[src/rtl/cpu_plic_prio_if.sv]
// Purpose: single-beat memory-mapped bus between a CPU master and cpu_plic_prio.
// Latency: o_ready/o_rdata come back one cycle after a request is accepted.
// Backpressure: master holds i_request until o_ready; at most one beat every two cycles.
// Ports: i_request/i_rw/i_address/i_wdata (master -> slave), o_rdata/o_ready (slave -> master).
interface cpu_plic_prio_if;
  logic        i_request;
  logic        i_rw;
  logic [23:0] i_address;
  logic [31:0] i_wdata;
  logic [31:0] o_rdata;
  logic        o_ready;

  modport master (
    output i_request, i_rw, i_address, i_wdata,
    input  o_rdata, o_ready
  );

  modport slave (
    input  i_request, i_rw, i_address, i_wdata,
    output o_rdata, o_ready
  );
endinterface

[src/rtl/cpu_plic_prio.sv]
// Purpose: PLIC for external-interrupt context 0; per-source edge/level gateway, priority arbitration, claim/complete.
// Latency: source line to o_interrupt 2 cycles; bus access acknowledged 1 cycle after acceptance.
// Backpressure: none on sources; bus accepts a new beat every second cycle while i_request is held.
// Ports: i_clock, i_reset (sync, active-high), i_interrupt[SOURCES-1:0] (bit n-1 = ID n),
//        o_interrupt, o_claimed, bus (cpu_plic_prio_if.slave).
module cpu_plic_prio #(
  parameter int SOURCES   = 8,
  parameter int PRIO_BITS = 3
) (
  input  logic               i_clock,
  input  logic               i_reset,
  input  logic [SOURCES-1:0] i_interrupt,
  output logic               o_interrupt,
  output logic               o_claimed,
  cpu_plic_prio_if.slave     bus
);

  // Word-address decode (byte address >> 2)
  localparam logic [21:0] W_PEND  = 22'h000400;
  localparam logic [21:0] W_EN    = 22'h000800;
  localparam logic [21:0] W_MODE  = 22'h000C00;
  localparam logic [21:0] W_THR   = 22'h080000;
  localparam logic [21:0] W_CLAIM = 22'h080001;

  // Per-source state is indexed by interrupt ID so that bit n is ID n.
  logic [SOURCES:1]     r_hist0;     // most recent sample of the line
  logic [SOURCES:1]     r_hist1;     // sample before that
  logic [SOURCES:1]     r_pending;
  logic [SOURCES:1]     r_enable;
  logic [SOURCES:1]     r_mode;      // 1 = level, 0 = edge
  logic [SOURCES:1]     r_inflight;
  logic [PRIO_BITS-1:0] r_prio [1:SOURCES];
  logic [PRIO_BITS-1:0] r_threshold;
  logic                 r_ready;
  logic [31:0]          r_rdata;

  logic                 w_accept;
  logic                 w_rd;
  logic                 w_wr;
  logic                 w_claim;
  logic                 w_complete;
  logic [21:0]          w_word;
  logic [4:0]           w_cmp_id;
  logic [4:0]           w_win_id;
  logic [PRIO_BITS-1:0] w_win_prio;
  logic [SOURCES:1]     w_claim_oh;
  logic [SOURCES:1]     w_cmp_oh;
  logic [SOURCES:1]     w_set_edge;
  logic [SOURCES:1]     w_set_lvl;
  logic [SOURCES:1]     w_pending_nxt;
  logic [SOURCES:1]     w_inflight_nxt;
  logic [31:0]          w_rd_data;
  logic                 w_unused;

  assign w_accept   = bus.i_request && !r_ready;
  assign w_rd       = w_accept && !bus.i_rw;
  assign w_wr       = w_accept &&  bus.i_rw;
  assign w_word     = bus.i_address[23:2];
  assign w_claim    = w_rd && (w_word == W_CLAIM);
  assign w_complete = w_wr && (w_word == W_CLAIM);
  assign w_cmp_id   = bus.i_wdata[4:0];

  // Byte-lane bits and unused data bits carry no meaning for this block.
  assign w_unused = ^{bus.i_address[1:0], bus.i_wdata};

  // Winner: strict '>' keeps the lowest ID on ties. Eligibility needs
  // priority > threshold >= 0, so a zero best-priority means "no winner yet".
  always_comb begin
    w_win_id   = '0;
    w_win_prio = '0;
    for (int n = 1; n <= SOURCES; n++) begin
      if (r_pending[n] && r_enable[n] && (r_prio[n] > r_threshold) &&
          (r_prio[n] > w_win_prio)) begin
        w_win_id   = 5'(n);
        w_win_prio = r_prio[n];
      end
    end
  end

  always_comb begin
    w_claim_oh = '0;
    w_cmp_oh   = '0;
    for (int n = 1; n <= SOURCES; n++) begin
      w_claim_oh[n] = w_claim    && (w_win_id == 5'(n));
      w_cmp_oh[n]   = w_complete && (w_cmp_id == 5'(n));
    end
  end

  // Gateway. A new edge beats a same-cycle claim clear; the level request
  // does not, otherwise a claimed level source would re-pend immediately.
  assign w_set_edge     = ~r_mode & r_hist0 & ~r_hist1;
  assign w_set_lvl      =  r_mode & r_hist0 & ~r_inflight;
  assign w_pending_nxt  = w_set_edge | ((w_set_lvl | r_pending) & ~w_claim_oh);
  assign w_inflight_nxt = (r_inflight | w_claim_oh) & ~w_cmp_oh;

  always_comb begin
    w_rd_data = '0;
    if (w_word == W_PEND) begin
      w_rd_data = 32'({r_pending, 1'b0});
    end else if (w_word == W_EN) begin
      w_rd_data = 32'({r_enable, 1'b0});
    end else if (w_word == W_MODE) begin
      w_rd_data = 32'({r_mode, 1'b0});
    end else if (w_word == W_THR) begin
      w_rd_data = 32'(r_threshold);
    end else if (w_word == W_CLAIM) begin
      w_rd_data = 32'(w_win_id);
    end else begin
      for (int n = 1; n <= SOURCES; n++) begin
        if (w_word == 22'(n)) w_rd_data = 32'(r_prio[n]);
      end
    end
  end

  always_ff @(posedge i_clock) begin
    if (i_reset) begin
      r_hist0     <= '0;
      r_hist1     <= '0;
      r_pending   <= '0;
      r_enable    <= '0;
      r_mode      <= '0;
      r_inflight  <= '0;
      r_threshold <= '0;
      r_ready     <= 1'b0;
      r_rdata     <= '0;
      for (int n = 1; n <= SOURCES; n++) r_prio[n] <= '0;
    end else begin
      r_hist0    <= i_interrupt;
      r_hist1    <= r_hist0;
      r_pending  <= w_pending_nxt;
      r_inflight <= w_inflight_nxt;
      r_ready    <= w_accept;
      if (w_rd) r_rdata <= w_rd_data;
      if (w_wr) begin
        if (w_word == W_EN)   r_enable    <= bus.i_wdata[SOURCES:1];
        if (w_word == W_MODE) r_mode      <= bus.i_wdata[SOURCES:1];
        if (w_word == W_THR)  r_threshold <= bus.i_wdata[PRIO_BITS-1:0];
        for (int n = 1; n <= SOURCES; n++) begin
          if (w_word == 22'(n)) r_prio[n] <= bus.i_wdata[PRIO_BITS-1:0];
        end
      end
    end
  end

  assign o_interrupt = (w_win_id != 5'd0);
  assign o_claimed   = |r_inflight;
  assign bus.o_ready = r_ready;
  assign bus.o_rdata = r_rdata;

endmodule

[src/flat_wrapper.sv]
// flat-port wrapper written by rule: the top's interface ports become plain ports
module cpu_plic_prio_flat 
#(
  parameter int SOURCES   = 8,
  parameter int PRIO_BITS = 3
)
  (i_clock, i_reset, i_interrupt, o_interrupt, o_claimed, bus_i_request, bus_i_rw, bus_i_address, bus_i_wdata, bus_o_rdata, bus_o_ready);
  cpu_plic_prio_if bus_i ();
  input  logic i_clock;
  input  logic i_reset;
  input  logic [SOURCES-1:0] i_interrupt;
  output logic o_interrupt;
  output logic o_claimed;
  input wire logic [$bits(bus_i.i_request)-1:0] bus_i_request;
  input wire logic [$bits(bus_i.i_rw)-1:0] bus_i_rw;
  input wire logic [$bits(bus_i.i_address)-1:0] bus_i_address;
  input wire logic [$bits(bus_i.i_wdata)-1:0] bus_i_wdata;
  output wire logic [$bits(bus_i.o_rdata)-1:0] bus_o_rdata;
  output wire logic [$bits(bus_i.o_ready)-1:0] bus_o_ready;
  assign bus_i.i_request = bus_i_request;
  assign bus_i.i_rw = bus_i_rw;
  assign bus_i.i_address = bus_i_address;
  assign bus_i.i_wdata = bus_i_wdata;
  assign bus_o_rdata = bus_i.o_rdata;
  assign bus_o_ready = bus_i.o_ready;
  cpu_plic_prio #(.SOURCES(SOURCES), .PRIO_BITS(PRIO_BITS)) u_core (.i_clock(i_clock), .i_reset(i_reset), .i_interrupt(i_interrupt), .o_interrupt(o_interrupt), .o_claimed(o_claimed), .bus(bus_i));
endmodule
[config.mk]
export PLATFORM = sky130hd
export DESIGN_NAME = cpu_plic_prio_flat
export DESIGN_NICKNAME = d
export VERILOG_FILES = /design/src/rtl/cpu_plic_prio_if.sv /design/src/rtl/cpu_plic_prio.sv /design/src/flat_wrapper.sv
export SDC_FILE = /design/constraint.sdc
export NUM_CORES = 1
export LEC_CHECK = 0
export ABC_CLOCK_PERIOD_IN_PS = 20300
export BUFFER_PORTS_ARGS = -buffer_cell sky130_fd_sc_hd__buf_2
export CORE_ASPECT_RATIO = 2
export CORE_MARGIN = 1
export CORE_UTILIZATION = 39
export DETAILED_ROUTE_END_ITERATION = 12
export GPL_TIMING_DRIVEN = 0
export PLACE_DENSITY = 0.71
export SLEW_MARGIN = 40
export SYNTH_ARGS = -nofsm -noshare
export SYNTH_HDL_FRONTEND = slang
export SYNTH_SLANG_ARGS = --single-unit
[constraint.sdc]
create_clock -name i_clock -period 20.3 [get_ports i_clock]
set_input_delay 6.09 -clock i_clock [delete_from_list [all_inputs] [get_ports i_clock]]
set_output_delay 6.09 -clock i_clock [all_outputs]
set_load 0.02 [all_outputs]
==> metrics.txt <==
adder-cell area share of the yosys netlist 9.87%; cts hold-fix bufs 0; GR Overflow Total 0; Avg Cell Area, Syn 9.02 um2; Crit. End Element output pin; final core occ between 40% and 50%; Critical Path RT between 10 and 15 ns; relative slew slack 41.7%; Worst Setup Start Kind flop; Tightest Pin Transition 0.867 ns; global-route wire length before repair 23.9 mm; initial antenna violation count 0; critical path class flop to output pin; number of H-tree levels 3; RSZ-0062 raised after global routing no; Setup violations, final 0; buffers added on ports 53; CP bufs+invs 5; DP Area around 0.006 mm2; CTS max path bufs 2; final cycle utilization of the critical path 89.7%; largest net degree at the start of global routing 14; clock latency on the worst-skew pair 0.34 ns; Clock Skews 0.00559 ns; CTS tree yes; num rows 60; number of synthesized register bits 85; Syn-to-layout area delta 15.3%; multiplexer share of the synthesized area 6.48%; critical-path maximum fanout 10; initial core utilization 40.1%; Initial DRC Count 204; core area 0.0135 mm2; Netlist Area Pre-Place 0.00542 mm2; crit-path max cell delay 0.48 ns; met2 WL 8.38 mm; family with the most delay on the worst path simple AND/OR/NAND/NOR gates; max-slew violations 0; max cap viols 0; total CTS buffers 9; Leakage between 0.002 and 0.003 uW; Critical Path Most Common Cell ha_1; fin area 0.00625 mm2; Placer Congestion 0.950; commonest cells after routing, fill and taps aside 61 x dfxtp_1, 54 x buf_2, 51 x nor2_1, 41 x ha_1, 38 x nand2_1; Die Footprint between 0.01 and 0.015 mm2; Tot GR Track Use 22.1%; cells after synthesis 601; Vias 4,775; Distinct cells, synth 68; Max Used Layer met4; post-synthesis compound-gate area fraction 18.2%; final setup TNS 0 ns; final net count 796; Hold Vio Cnt, Final 0; CTS resizes 0; Filler cells 1,337; Peak supply drop 0.0000644 V; EDFF count, synth 24; xor-xnor portion of the synthesized cell area 0%; height of the die 169 um; post-route ant nets 0; slowest CP cell or4_1; Sink Count between 80 and 90; drt pass-1 iters 4; CTS root buf clkbuf_16; CP Data Arrival Time 12.11 ns; commonest non-fill, non-tap cell in the layout dfxtp_1; total power 380 uW; post-synth top area cell dfxtp_1; Total Wirelength roughly 15 mm; I/O pin count just over 100; Tmin final 18.20 ns; share of the synthesized area in the top cell type ~23%; share of cells above drive strength 1 between 10% and 20%; Die Wd 85.4 um; largest family of logic cells by synthesized area simple AND/OR/NAND/NOR gates; top_reg_cell synth dfxtp_1; WL per Instance 18.1 um; outcome finished, final reports clean; Synth area leaders dfxtp_1 23%, edfxtp_1 13%, ha_1 9.5%; vias per inst 5.64; antenna cells 0; post-synthesis sequential area ratio between 30 and 40%; Hold Crit Class flop to flop; Post-Synth Simple-Gate Area between 20% and 30%; Post-CTS Setup Bufs 0; clock-pin transition on the worst setup and hold timing paths 0.06 ns; Syn. warnings 0; P per Cell Area roughly 60 mW/mm2; Fmax 0.0549 GHz; routed length on met3 574 um; vias in the first global route 4,803; DP Wirelength 12.5 mm; met1 wire length 5.02 mm; # DRC 0; share of synthesized registers carrying an async set or reset 0%
## final cells by class
type / count / area (um2) / share of cell area [%]
repair buffers: 53 / 265 / 4.24
plain buffers: 46 / 268 / 4.28
multi-input cells: 467 / 3210 / 51.3
well taps: 155 / 194 / 3.10
inverters: 25 / 93.8 / 1.50
flip-flops and latches: 85 / 1940 / 31.0
clock buffers: 10 / 229 / 3.66
clock inverters: 6 / 53.8 / 0.860
## worst reg2reg max path, delay by kind of cell, from the launching register on
family	cells	cell delay (ns)
AND/OR/NAND/NOR	19	3.70
adder cells (fa/ha/maj)	9	2.73
AO/OA/AOI/OAI	13	2.46
multiplexers	5	1.81
buffers and inverters	4	1.08
flip-flops	1	0.37
## power by group
part	internal [uW]	leakage (uW)	total [uW]	switching, uW
registers	179	0.000740	184	5.01
clock network	93.8	0.000135	157	63.4
logic	15.2	0.00174	38.3	23.2
total	288	0.00261	380	91.6
## synth_stat cells (5+ instances only)
library cell  instances
inv_1                25
a21o_1               14
dfxtp_1              61
nor4_1               11
nand2_1              38
a311oi_1              5
nand4_1               6
ha_1                 41
clkbuf_1             21
nor2b_1              25
a31oi_1               6
buf_4                23
nor3_1               11
a22oi_1               6
nand2b_1              5
nand3_1              33
mux2i_1              19
edfxtp_1             24
mux2_2               13
o21a_1               10
and3_1               25
nor2_1               51
a22o_1                6
a21oi_1              29
o21ai_0              17
## registers in the layout (all words and copies together) (netlist names)
register / cells
u_core.r_prio: 24
u_core.bus.o_rdata: 9
u_core.r_enable: 8
u_core.r_hist0: 8
u_core.r_hist1: 8
u_core.r_inflight: 8
u_core.r_mode: 8
u_core.r_pending: 8
u_core.r_threshold: 3
u_core.bus.o_ready: 1
## kinds of logic after synthesis
| group | after synthesis |
|---|---|
| other | 1 |
| multiplexers | 33 |
| adder cells (fa/ha/maj) | 43 |
| flip-flops | 85 |
| AND/OR/NAND/NOR | 236 |
| buffers and inverters | 71 |
| AO/OA/AOI/OAI | 132 |
## metal layers
layer	vias to the layer above	track usage, %
li1	2345	-
met1	2205	19.4
met2	160	42.6
met3	65	2.58
met4	0	19.2
met5	-	0
## metrics by stage
step                      setup slack, ns  instances  hold slack (ns)
after floorplan                      4.09        623            0.432
after global placement               2.59        831            0.445
after detailed placement             2.53        831            0.446
after CTS                            2.12        847            0.455
after global routing                 1.44        847            0.476
final                                2.10        847            0.455
## path summary, 6_finish.rpt
| path | from | endpoint | slack, ns | depth (start not counted) |
|---|---|---|---|---|
| setup / recovery | u_core.r_threshold[2]$_SDFFE_PP0P_ | o_interrupt | 2.10 | 49 |
| hold / removal | u_core.bus.o_rdata[8]$_SDFFE_PP0P_ | u_core.bus.o_rdata[8]$_SDFFE_PP0P_ | 0.45 | 2 |
| setup reg to reg | u_core.r_threshold[2]$_SDFFE_PP0P_ | u_core.r_pending[1]$_SDFF_PP0_ | 8.02 | 50 |
| hold reg to reg | u_core.bus.o_rdata[8]$_SDFFE_PP0P_ | u_core.bus.o_rdata[8]$_SDFFE_PP0P_ | 0.45 | 2 |
(Power assumes the default switching activity.)
